### config.mk
export PLATFORM = sky130hd
export DESIGN_NAME = cp0_timer_int_flat
export DESIGN_NICKNAME = d
export VERILOG_FILES = /design/src/rtl/cp0_timer_int_if.sv /design/src/rtl/cp0_timer_int.sv /design/src/flat_wrapper.sv
export SDC_FILE = /design/constraint.sdc
export NUM_CORES = 1
export LEC_CHECK = 0
export BUFFER_PORTS_ARGS = -buffer_cell sky130_fd_sc_hd__buf_2
export CAP_MARGIN = 20
export CORE_MARGIN = 8
export CORE_UTILIZATION = 60
export CTS_CLUSTER_DIAMETER = 80
export CTS_CLUSTER_SIZE = 12
export DETAILED_ROUTE_END_ITERATION = 12
export GPL_ROUTABILITY_DRIVEN = 0
export GPL_TIMING_DRIVEN = 0
export PLACE_DENSITY = 0.84
export SKIP_LAST_GASP = 1
export SYNTH_ARGS = -nofsm -noshare
export SYNTH_HDL_FRONTEND = slang
export SYNTH_SLANG_ARGS = --single-unit
export TNS_END_PERCENT = 100
### constraint.sdc
create_clock -name clk -period 7.9 [get_ports clk]
set_input_delay 0.79 -clock clk [delete_from_list [all_inputs] [get_ports clk]]
set_output_delay 0.79 -clock clk [all_outputs]
set_load 0.03 [all_outputs]
### src/rtl/cp0_timer_int_if.sv
`default_nettype none
// ============================================================================
// Module   : cp0_timer_int_if
// Purpose  : CP0 register read/write port shared by the timer/interrupt block.
// Revision : 1.0
// ============================================================================
interface cp0_timer_int_if;
   logic        we;
   logic [4:0]  waddr;
   logic [31:0] wdata;
   logic [4:0]  raddr;
   logic [31:0] rdata;

   modport master (output we, output waddr, output wdata, output raddr, input rdata);
   modport slave  (input we, input waddr, input wdata, input raddr, output rdata);
endinterface
`default_nettype wire

### src/rtl/cp0_timer_int.sv
`default_nettype none
// ============================================================================
// Module   : cp0_timer_int
// Purpose  : CP0 Count/Compare timer, Cause.IP/TI tracking and interrupt request.
// Revision : 1.0
// ============================================================================
module cp0_timer_int #(
   parameter int HW_INT_N    = 6,
   parameter int COUNT_DIV   = 2,
   parameter int SYNC_STAGES = 2
) (
   input  wire logic                clk,
   input  wire logic                rst,
   cp0_timer_int_if.slave           bus,
   input  wire logic [HW_INT_N-1:0] hw_int_i,
   input  wire logic [7:0]          status_im_i,
   input  wire logic                status_ie_i,
   input  wire logic                status_exl_i,
   output logic [7:0]               ip_o,
   output logic                     timer_int_o,
   output logic                     int_req_o
);
   localparam logic [4:0] c_reg_count   = 5'd9;
   localparam logic [4:0] c_reg_compare = 5'd11;
   localparam logic [4:0] c_reg_cause   = 5'd13;
   localparam logic [3:0] c_div_last    = 4'(COUNT_DIV - 1);

   logic [31:0] count_q, count_d;
   logic [31:0] compare_q, compare_d;
   logic [3:0]  presc_q, presc_d;
   logic        ti_q, ti_d;
   logic [1:0]  sw_ip_q, sw_ip_d;
   logic        int_req_q, int_req_d;
   logic [SYNC_STAGES-1:0][HW_INT_N-1:0] sync_q;

   logic [31:0] w_count_inc;
   logic        w_tick;
   logic [7:0]  w_ip;

   assign w_count_inc = count_q + 32'd1;
   assign w_tick      = (presc_q == c_div_last);

   always_comb begin
      count_d   = count_q;
      compare_d = compare_q;
      presc_d   = presc_q;
      ti_d      = ti_q;
      sw_ip_d   = sw_ip_q;
      // A Count write suppresses both the increment and any match this cycle.
      if (bus.we && bus.waddr == c_reg_count) begin
         count_d = bus.wdata;
         presc_d = 4'd0;
      end else if (w_tick) begin
         count_d = w_count_inc;
         presc_d = 4'd0;
         if (w_count_inc == compare_q)
            ti_d = 1'b1;
      end else begin
         presc_d = presc_q + 4'd1;
      end
      // Compare write comes last so it overrides a coincident match.
      if (bus.we && bus.waddr == c_reg_compare) begin
         compare_d = bus.wdata;
         ti_d      = 1'b0;
      end
      if (bus.we && bus.waddr == c_reg_cause)
         sw_ip_d = bus.wdata[9:8];
   end

   always_comb begin
      w_ip                 = 8'h00;
      w_ip[1:0]            = sw_ip_q;
      w_ip[HW_INT_N+1:2]   = sync_q[SYNC_STAGES-1];
      w_ip[7]              = w_ip[7] | ti_q;
   end

   assign int_req_d = (|(w_ip & status_im_i)) & status_ie_i & ~status_exl_i;

   always_ff @(posedge clk or posedge rst) begin
      if (rst) begin
         count_q   <= 32'h0000_0000;
         compare_q <= 32'hFFFF_FFFF;
         presc_q   <= 4'd0;
         ti_q      <= 1'b0;
         sw_ip_q   <= 2'b00;
         int_req_q <= 1'b0;
         sync_q    <= '0;
      end else begin
         count_q   <= count_d;
         compare_q <= compare_d;
         presc_q   <= presc_d;
         ti_q      <= ti_d;
         sw_ip_q   <= sw_ip_d;
         int_req_q <= int_req_d;
         sync_q    <= {sync_q[SYNC_STAGES-2:0], hw_int_i};
      end
   end

   always_comb begin
      case (bus.raddr)
         c_reg_count:   bus.rdata = count_q;
         c_reg_compare: bus.rdata = compare_q;
         c_reg_cause:   bus.rdata = {1'b0, ti_q, 14'b0, w_ip, 8'b0};
         default:       bus.rdata = 32'h0000_0000;
      endcase
   end

   assign ip_o        = w_ip;
   assign timer_int_o = ti_q;
   assign int_req_o   = int_req_q;
endmodule
`default_nettype wire

### src/flat_wrapper.sv
// flat-port wrapper written by rule: the top's interface ports become plain ports
module cp0_timer_int_flat 
#(
   parameter int HW_INT_N    = 6,
   parameter int COUNT_DIV   = 2,
   parameter int SYNC_STAGES = 2
)
  (clk, rst, hw_int_i, status_im_i, status_ie_i, status_exl_i, ip_o, timer_int_o, int_req_o, bus_we, bus_waddr, bus_wdata, bus_raddr, bus_rdata);
  cp0_timer_int_if bus_i ();
  input  wire logic clk;
  input  wire logic rst;
  input  wire logic [HW_INT_N-1:0] hw_int_i;
  input  wire logic [7:0] status_im_i;
  input  wire logic status_ie_i;
  input  wire logic status_exl_i;
  output logic [7:0] ip_o;
  output logic timer_int_o;
  output logic int_req_o;
  input wire logic [$bits(bus_i.we)-1:0] bus_we;
  input wire logic [$bits(bus_i.waddr)-1:0] bus_waddr;
  input wire logic [$bits(bus_i.wdata)-1:0] bus_wdata;
  input wire logic [$bits(bus_i.raddr)-1:0] bus_raddr;
  output wire logic [$bits(bus_i.rdata)-1:0] bus_rdata;
  assign bus_i.we = bus_we;
  assign bus_i.waddr = bus_waddr;
  assign bus_i.wdata = bus_wdata;
  assign bus_i.raddr = bus_raddr;
  assign bus_rdata = bus_i.rdata;
  cp0_timer_int #(.HW_INT_N(HW_INT_N), .COUNT_DIV(COUNT_DIV), .SYNC_STAGES(SYNC_STAGES)) u_core (.clk(clk), .rst(rst), .bus(bus_i), .hw_int_i(hw_int_i), .status_im_i(status_im_i), .status_ie_i(status_ie_i), .status_exl_i(status_exl_i), .ip_o(ip_o), .timer_int_o(timer_int_o), .int_req_o(int_req_o));
endmodule
# ---- Word-level counts from Yosys, hierarchy flattened
# Cells that the tools add are included.
dict set report totals {
  register_bits 84
  inputBits 61
  output_inout_bits 42
  word_cells 41
}
dict set report classes {
  add_sub_neg 2
  eq_ne 9
  mux 9
  n_bitwise 5
  reduce_logical 8
}
# op count
set ops {}
lappend ops {{$pmux W32 S3} 1}
lappend ops {{$mux W32} 2}
lappend ops {{$add A32 B1 Y32 const B} 1}
lappend ops {{$eq A32 B32 Y1} 1}
lappend ops {{$eq A5 B4 Y1 const B} 6}
lappend ops {{$and A8 B8 Y8} 1}
lappend ops {{$mux W4} 2}
lappend ops {{$reduce_or A8 Y1} 1}
lappend ops {{$reduce_bool A2 Y1} 3}
lappend ops {{$add A4 B1 Y4 const B} 1}
lappend ops {{$eq A4 B1 Y1 const B} 1}
lappend ops {{$mux W1} 4}
lappend ops {{$logic_and A1 B1 Y1} 3}
lappend ops {{$reduce_and A3 Y1} 1}
lappend ops {{$and A1 B1 Y1} 2}
lappend ops {{$ne A2 B2 Y1 const B} 1}
lappend ops {{$not A1 Y1} 1}
lappend ops {{$or A1 B1 Y1} 1}

# ---- Logic depth before layout (Yosys ltp)
# Gate-level depths: netlist (run 1).
dict set report logic_depth {
  ltp_word 6
  mapped_depth 9
  mapped_depth_nobuf 9
}

# ---- Least setup slack after synthesis (run 1)
# OpenSTA, ideal clock, no wires.
dict set report synth_path {
  path_kind {in2out}
  from {in bus_raddr[1]}
  to {out bus_rdata[11]}
  arrival_ns 2.304
  required_ns 7.110
  slack_ns 4.806
  path_stages 4
  n_path_buf 2
  cell_sequence {clkbuf_1 buf_1 mux2i_1 o21ai_0}
}
dict set report synth_via {
  elab_chain_len 2
  elab_cells_between_ends 4
  classes_between {3 x eq/ne; 1 x mux}
}
# element line_no
set synth_rtl {}
lappend synth_rtl {{from (decl)} flat_wrapper.sv:22} ;# input wire logic [$bits(bus_i.raddr)-1:0] bus_raddr;
lappend synth_rtl {{$eq A5 B4 Y1} cp0_timer_int.sv:100} ;# case (bus.raddr)
lappend synth_rtl {{$pmux W32 S3 (*)} cp0_timer_int.sv:100}
lappend synth_rtl {{to (decl)} flat_wrapper.sv:23} ;# output wire logic [$bits(bus_i.rdata)-1:0] bus_rdata;
# Mark *: on every way between the ends. The rest lies on a longest branch, timed or not.

# ---- Worst setup path in the final report (run 1)
dict set report layout_path {
  from {in bus_raddr[1]}
  to {out bus_rdata[3]}
}
# Same word-level chain as after synthesis.

==> run metrics, run 1 <==
outcome=completed; Peak VDD IR=0.134 mV; Longest Clk Path Bufs=2; Die Area=about 12,000 µm²; highest-count cells in the layout ignoring fill and taps=109 x buf_2, 69 x nand2_1, 52 x dfrtp_1; clk_lat worst skew=360 ps; pre-CTS WS=between 4000 and 5000 ps; CTS H-tree lvls=3; Remaining DRCs=0; Avg Inst Size Synth=9.48 µm²; fin nets=738; Layout Cells excl Fill=787; vias in the first global route=around 4,900; unrepaired setup endpoints after global routing=no; Post-CTS Setup Bufs=0; dpl cells=771; busiest grt layer=met2; most used flip-flop cell after synthesis=dfrtp_1; met1 GRT Util=30.7%; endpoint class of the critical path=output pin; routed vias=between 4,000 and 5,000; met2 usage=42.2%; number of synthesized flops with an enable pin=0; Fillers=674; synth-to-layout area growth=17.0%; largest net degree at the start of global routing=50; Worst Setup Start Kind=input pin; clk sinks=84; post-layout minimum cycle time=between 3000 and 4000 ps; Clock Skew=14.1 ps; global route overflow=0; hpwl dp=11,000 µm; most common cell after layout, fill and taps aside=buf_2; root buffer cell=clkbuf_8; Final Hold Vio Count=0; antenna-violating nets left=0; number of diodes=0; Yosys warning count=0; Worst-Margin Slew=around 1100 ps; relative max-transition margin=between 20 and 30%; Starting DRT DRC Count=about 330; drt first pass iters=5; initial antenna violation count=0; Die Wd=between 100 and 150 µm; total of max-cap violations=0; CTS tree=done; Total Neg Setup Slack=0 ps; first-pass GRT wire length=approximately 24,000 µm; final setup violation count=0; pwr dens=263 nW/µm²; Slew Viols, Final=0; WP data required=7110 ps; Mapped Nets=625; GR Util met3=5.58%; Leakage Power=approximately 2.6 nW; share of cells above drive strength 1=31.7%; setup ws final=4690 ps; core area=8680 µm²; register area share after synthesis=a little over 40%; total CTS buffers=9; post-cts sizing count=0; Final Core Density=71.7%; initial core utilization=about three fifths; post-DR wirelength/cell=18.9 µm; Hold WS=353 ps; Tightest Hold Check Type=reg2reg; Mapped Area=5320 µm²; Total GRT Usage=25.1%; Worst Path Max Fanout=10; Cells after Synth=561; Vias/cell=5.99; Rows=34; CP Data Arrival Time=2420 ps; f_max=311 MHz; CTS Hold Bufs=0; Die Span Y=110 µm; clock slew seen by the registers of the worst setup and hold paths=90 ps; async set-or-reset flop fraction in the synthesized netlist=between 90% and 100%; synth unique cells=63; part of the cycle the worst path needs=between 40% and 50%; Setup CP Type=in2out; IO Count=103; Post-Route WL=14,900 µm; Yosys reg bits=84; Port Buf Inserts=101
## path summary, 6_finish.rpt
path	start	end	slack, ps	cells after the start
worst max-delay path	bus_raddr[1]	bus_rdata[3]	4690	5
worst min-delay path	u_core.sync_q[3]$_DFF_PP0_	u_core.ip_o[5]$_DFF_PP0_	350	0
worst max register to register	u_core.count_q[0]$_DFFE_PP0P_	u_core.timer_int_o$_DFFE_PP0P_	4880	8
worst min register to register	u_core.sync_q[3]$_DFF_PP0_	u_core.ip_o[5]$_DFF_PP0_	350	0
max in group asynchronous	rst	u_core.compare_q[2]$_DFFE_PP1P_	6780	3
min in group asynchronous	rst	u_core.sync_q[3]$_DFF_PP0_	450	2
## cell families (layout without fill, tap and decap cells)
logic type / Yosys count / after routing / share of synthesized area [%]
xor gates and xnor gates: 75 / 75 / 12.4
AOI/OAI and AO/OA: 74 / 74 / 8.89
DFF: 84 / 84 / 40.3
buffers and inverters: 56 / 174 / 4.68
and+or+nand+nor: 199 / 199 / 19.1
muxes: 70 / 70 / 13.9
adders and majority gates: 3 / 3 / 0.706
## synthesized netlist by cell type, types with 3 or more instances
cell	instances	area share, %
and3_1	9	1.1
buf_2	8	0.75
buf_4	5	0.71
clkbuf_1	30	2.1
dfrtp_1	52	24
dfstp_2	32	16
ha_1	3	0.71
inv_1	8	0.56
mux2_2	33	7.0
mux2i_1	37	7.0
nand2_1	69	4.9
nand3_1	17	1.6
nand4_1	14	1.6
nor2_1	43	3.0
nor2b_1	3	0.35
nor3_1	14	1.3
nor3b_1	3	0.42
o211ai_1	5	0.71
o21ai_0	43	4.0
or3_1	5	0.59
xnor2_1	48	7.9
xor2_1	27	4.4
## final cells by class
cell class | instances | area (µm²) | area share (%)
clock inverter | 5 | 85.1 | 1.37
buffer | 48 | 219 | 3.52
tap | 108 | 135 | 2.17
clock buffer | 11 | 141 | 2.27
multi-input combinational | 421 | 2930 | 47.2
sequential | 84 | 2140 | 34.4
inverter | 8 | 32.5 | 0.523
timing repair buffer | 102 | 533 | 8.57
## metrics by stage
| step | total power [W] | instance area (µm²) |
|---|---|---|
| 2_1_floorplan | 0.00112 | 5320 |
| 3_3_place_gp | 0.00124 | 5960 |
| 3_5_place_dp | 0.00127 | 6000 |
| 4_1_cts | 0.00163 | 6220 |
| 5_1_grt | 0.00172 | 6220 |
| 6_report | 0.00163 | 6220 |
## worst max-delay path: stages
cell and delay [ps]:
clkbuf_1 300, clkbuf_1 720, mux2i_1 300, nor2_1 90
buf_2 220
## state kept, by name (all words and copies together), names as in the netlist
name	count
u_core.sync_q	7
u_core.count_q	32
u_core.timer_int_o	1
u_core.ip_o	5
u_core.sw_ip_q	2
u_core.presc_q	4
u_core.compare_q	32
u_core.int_req_o	1
## power breakdown
part	switching, W	leakage (nW)	internal (W)	total [W]
Sequential	0.000104	0.941	0.000559	0.000664
Clock	0.000166	0.110	0.000188	0.000354
Combinational	0.000349	1.54	0.000268	0.000618
## metal layers
layer | vias to the layer above | part of all wire, %
met5 | - | 0
met4 | 0 | 2.4
met3 | 38 | 8.5
met2 | 230 | 50
met1 | 2277 | 39
li1 | 2172 | -
(Power assumes the default switching activity.)
==> run 2: changes to the inputs <==
- CORE_UTILIZATION: 60 -> 51
- PLACE_DENSITY: 0.84 -> 0.75
- clock period: 7.9 -> 2.7 ns (I/O delays scaled with it)
==> run metrics, run 2 (same netlist as run 1, synthesis figures left out) <==
Fillers=871 (+29%); Port Buf Inserts=101 (unchanged); IO Count=103 (unchanged); outcome=completed; fin area=6440 µm² (+3.5%); synth-to-layout area growth=21.0%; Layout Cells excl Fill=831 (+5.6%); Setup CP Type=reg2reg; hpwl dp=11,200 µm (+2.2%); highest-count cells in the layout ignoring fill and taps=110 x buf_2, 69 x nand2_1, 49 x dfrtp_1; Total Neg Setup Slack=0 ps (unchanged); Vias/cell=5.63 (-6.1%); crit-path max cell delay=550 ps (-170 ps); routed vias=4,679 (-0.81%); Rows=37 (+8.8%); total of max-cap violations=0 (unchanged); Worst-Margin Slew=925 ps (-158 ps); Worst Setup SP=u_core.count_q[11]$_DFFE_PP0P_; initial antenna violation count=0 (unchanged); Slowest-stage cell, CP=or4_1; largest registers=u_core.compare_q x32, u_core.count_q x32, u_core.sync_q x7; most common cell after layout, fill and taps aside=buf_2; antenna-violating nets left=0 (unchanged); vias in the first global route=4,913 (-0.020%); RR Startpoint=u_core.count_q[11]$_DFFE_PP0P_; unrepaired setup endpoints after global routing=yes; pwr dens=733 nW/µm² (+180%); Clock Skew=10.3 ps (-3.82 ps); Longest Clk Path Bufs=2 (unchanged); Worst Path Buf+Inv=1 (-2); post-DR wirelength/cell=18.5 µm (-1.9%); initial core utilization=52.0% (-9.3 points); pre-CTS WS=-219 ps (-4920 ps); post-layout minimum cycle time=2600 ps; CP Cell Sequence=clkbuf_2 -> nand4_2 -> nor3_4 -> nand3_1 -> mux2i_1 -> a2111o_1 -> or4_1 -> o22ai_2; Total GRT Usage=21.8% (-3.3 points); part of the cycle the worst path needs=96.4%; Die Area=14,000 µm² (+15%); Final Hold Vio Count=0 (unchanged); first-pass GRT wire length=24,600 µm (+2.9%); global route overflow=0 (unchanged); Slew Viols, Final=0 (unchanged); fin nets=754 (+2.2%); CTS tree=done; endpoint class of the critical path=flip-flop; f_max=384 MHz; dpl cells=800 (+3.8%); Placed Area=6040 µm² (+0.71%); Die Wd=118 µm (+7.2%); relative max-transition margin=38.3% (+11 points); Peak VDD IR=0.352 mV (+160%); final setup violation count=0 (unchanged); Post-Route WL=15,400 µm (+3.6%); root buffer cell=clkbuf_8; share of cells above drive strength 1=34.5% (+2.9 points); largest net degree at the start of global routing=50 (unchanged); Worst Setup Start Kind=flip-flop; Leakage Power=2.68 nW (+3.6%); clock slew seen by the registers of the worst setup and hold paths=90 ps (about the same); CTS H-tree lvls=3 (unchanged); Worst Path Max Fanout=6 (-4); setup ws final=96.8 ps (-4590 ps); Starting DRT DRC Count=416 (+25%); core area=10,200 µm² (+18%); number of diodes=0 (unchanged); hold wc startpoint=status_exl_i; Remaining DRCs=0 (unchanged); drt first pass iters=5 (unchanged); clk_lat worst skew=370 ps (about the same); Tightest Hold Check Type=in2reg; Die Span Y=118 µm (+7.2%); clk sinks=84 (unchanged); Crit path max-delay family=simple AND/OR/NAND/NOR gates; total CTS buffers=9 (unchanged); CP Data Arrival Time=2900 ps (+480 ps); WP data required=2990 ps (-4120 ps)
[run 2: final timing paths]
check | endpoint | cells past startpoint | slack (ps)
min in group asynchronous | u_core.sync_q[3]$_DFF_PP0_ | 3 | 460
max in group asynchronous | u_core.compare_q[25]$_DFFE_PP1P_ | 4 | 1560
min | u_core.int_req_o$_DFF_PP0_ | 2 | 50
max reg2reg | u_core.timer_int_o$_DFFE_PP0P_ | 8 | 100
min reg2reg | u_core.ip_o[6]$_DFF_PP0_ | 0 | 360
max | u_core.timer_int_o$_DFFE_PP0P_ | 8 | 100
[run 2: area by class of cell]
type                            instances  area [µm²]  area share [%]
Timing Repair Buffer                  122         698            10.8
Sequential cell                        84        2150            33.3
Clock buffer                           12         165            2.57
Inverter                                8        32.5           0.505
Clock inverter                          4        22.5           0.350
Tap cell                              136         170            2.64
Multi-Input combinational cell        421        3000            46.6
Buffer                                 44         204            3.17
[run 2: per-stage QoR]
step	power [W]	utilization [%]	hold WS [ps]
floorplan	0.00327	-	301
global placement	0.00363	58.6	331
detailed placement	0.00372	59.0	332
CTS	0.00466	62.0	45.7
global route	0.00500	62.9	45.1
finish	0.00472	62.9	54.6
[run 2: metal layers]
metal	wire, µm	share of wire (%)	GRT usage, %	vias up
li1	-	-	-	2193
met1	6590	43	26.6	2299
met2	7670	50	36.7	160
met3	782	5.1	3.55	27
met4	354	2.3	10.9	0
met5	0	0	0	-
[run 2: report_power, final]
group,internal [W],switching [W]
registers,0.00164,0.000332
logic,0.000837,0.00103
clock network,0.000405,0.000474
[run 2: worst reg2reg max path, cell delays in order, from the launching register on]
cell,delay [ps]
dfrtp_1,340
clkbuf_2,200
nand4_2,230
nor3_4,390
nand3_1,150
mux2i_1,140
a2111o_1,410
or4_1,550
o22ai_2,120
[run 2: what timing repair did]
action | in CTS | in global routing
setup buffers | 3 | 8
endpoints found under the setup margin | 1 | 2
hold endpoints to repair | 30 | 0
gates resized for setup | 6 | 9
hold buffers | 7 | 0
pin swaps | 1 | 4
==> run 3: changes to the inputs <==
- CELL_PAD_IN_SITES_DETAIL_PLACEMENT: unset -> 1
- CELL_PAD_IN_SITES_GLOBAL_PLACEMENT: unset -> 1
- CORE_UTILIZATION: 51 -> 39
- PLACE_DENSITY: 0.75 -> 0.76
==> run metrics, run 3 (same netlist as run 1, synthesis figures left out) <==
Final Core Density=49.6% (-13 points); Power Internal=0.00333 W (+15%); largest registers=u_core.compare_q x32, u_core.count_q x32, u_core.sync_q x7; CP Cell Sequence=ha_4 -> nand4_1 -> buf_4 -> nor2_4 -> buf_4 -> a211o_1 -> a211oi_2 -> nand4_1 -> or4_1 -> o22ai_2; number of diodes=0 (unchanged); CTS H-tree lvls=3 (unchanged); fin area=6590 µm² (+2.4%); first-pass GRT wire length=28,400 µm (+15%); share of cells above drive strength 1=34.9% (+0.39 points); Logic pwr share=36.8% (-2.8 points); Hold WS=28.1 ps (-26.5 ps); pwr dens=799 nW/µm² (+9.0%); Worst Path Buf+Inv=2 (+1); largest net degree at the start of global routing=49 (-2.0%); WP data required=2970 ps (-20 ps); CTS tree=done; relative max-transition margin=36.0% (-2.4 points); Worst Path Max Fanout=8 (+2); Leakage Power=2.74 nW (+2.1%); outcome=completed; root buffer cell=clkbuf_16; vias in the first global route=5,129 (+4.4%); part of the cycle the worst path needs=99.3% (+2.9 points); Post-Route WL=17,700 µm (+15%); IO Count=103 (unchanged); routed vias=4,693 (+0.30%); global route overflow=0 (unchanged); share of total power in the clock network=25.6% (+7.0 points); pre-CTS WS=-349 ps (-130 ps); Worst Setup Start Kind=flip-flop; initial antenna violation count=0 (unchanged); clk_lat worst skew=350 ps (-20 ps); Port Buf Inserts=101 (unchanged); final setup violation count=0 (unchanged); switching power=0.00194 W (+5.6%); Crit path max-delay family=simple AND/OR/NAND/NOR gates; Reg power frac=37.7% (-4.1 points); Die Area=17,600 µm² (+26%); Longest Clk Path Bufs=2 (unchanged); fin nets=752 (-0.27%); Final Hold Vio Count=0 (unchanged); clk sinks=84 (unchanged); f_max=373 MHz (-2.9%); Die Span Y=133 µm (+12%); highest-count cells in the layout ignoring fill and taps=110 x buf_2, 69 x nand2_1, 48 x xnor2_1, 48 x dfrtp_1; CP Data Arrival Time=2950 ps (+50 ps); endpoint class of the critical path=flip-flop; total of max-cap violations=0 (unchanged); Remaining DRCs=0 (unchanged); Vias/cell=5.40 (-4.1%); post-DR wirelength/cell=20.4 µm (+10%); Worst-Margin Slew=961 ps (+35.9 ps); total CTS buffers=9 (unchanged); crit-path max cell delay=580 ps (+30 ps); core area=13,300 µm² (+30%); Die Wd=133 µm (+12%); drt first pass iters=4 (-1); antenna-violating nets left=0 (unchanged); clock slew seen by the registers of the worst setup and hold paths=60 ps (-30 ps); most common cell after layout, fill and taps aside=buf_2; Sw Share=36.8% (-2.1 points); Placed Area=6090 µm² (+0.83%); initial core utilization=40.0% (-12 points); post-layout minimum cycle time=2680 ps (+77.5 ps); hpwl dp=13,100 µm (+17%); Total Neg Setup Slack=0 ps (unchanged); Peak VDD IR=0.338 mV (-4.0%); Setup CP Type=reg2reg; Starting DRT DRC Count=317 (-24%); Rows=42 (+14%); synth-to-layout area growth=24.0%; Slew Viols, Final=0 (unchanged); Slowest-stage cell, CP=or4_1; Clock Skew=5.89 ps (-4.38 ps); setup ws final=19.3 ps (-77.5 ps); Total GRT Usage=20.1% (-1.7 points); Tightest Hold Check Type=in2reg
[run 3: cell types whose count changed in the layout (fill, tap and decap cells not counted), moves of 2 or more]
cell	previous run	this run
clkbuf_8	12	1
dlygate4sd3_1	7	1
clkbuf_16	0	9
clkbuf_1	26	28
buf_4	17	21
bufinv_16	0	2
clkinv_2	3	1
[run 3: per-layer routing]
layer / part of all wire, % / up-vias / GRT usage (%)
met2: 52 / 102 / 35.0
met4: 1.8 / 0 / 7.63
met3: 3.8 / 21 / 2.88
li1: - / 2195 / -
met5: 0 / - / 0
met1: 43 / 2375 / 24.5
[run 3: final timing paths]
path / depth (start not counted) / slack, ps / startpoint / to
setup reg to reg: 10 / 20 / u_core.count_q[0]$_DFFE_PP0P_ / u_core.timer_int_o$_DFFE_PP0P_
hold / removal: 1 / 30 / hw_int_i[5] / u_core.sync_q[5]$_DFF_PP0_
min in group asynchronous: 3 / 510 / rst / u_core.count_q[23]$_DFFE_PP0P_
hold reg to reg: 0 / 350 / u_core.sync_q[2]$_DFF_PP0_ / u_core.ip_o[4]$_DFF_PP0_
max in group asynchronous: 4 / 1520 / rst / u_core.compare_q[11]$_DFFE_PP1P_
setup / recovery: 10 / 20 / u_core.count_q[0]$_DFFE_PP0P_ / u_core.timer_int_o$_DFFE_PP0P_
[run 3: final cells by class]
cell class,count,area [µm²]
Fill cell,1568,6700
Multi-Input combinational cell,421,3000
Sequential cell,84,2150
Timing Repair Buffer,120,668
Clock buffer,12,246
Tap cell,176,220
Buffer,44,204
Clock inverter,4,72.6
Inverter,8,32.5
[run 3: through the flow]
step	cells	power, W
after CTS	861	0.00521
after detailed placement	840	0.00380
after global placement	838	0.00367
after global routing	869	0.00556
final	869	0.00527
after floorplan	561	0.00327
[run 3: power by group through the flow]
stage | logic, W | clock network (W) | registers, W
after global placement | 0.00174 | 0 | 0.00193
final | 0.00194 | 0.00135 | 0.00198
after detailed placement | 0.00183 | 0 | 0.00197
after CTS | 0.00188 | 0.00137 | 0.00196
after floorplan | 0.00138 | 0 | 0.00190
after global routing | 0.00211 | 0.00141 | 0.00203
[run 3: what timing repair did]
item,in CTS,in global routing
resized for setup,6,10
setup buffers,6,9
hold buffers,1,0
pin swaps,3,3
setup endpoints to repair,1,4
hold endpoints to repair,21,0
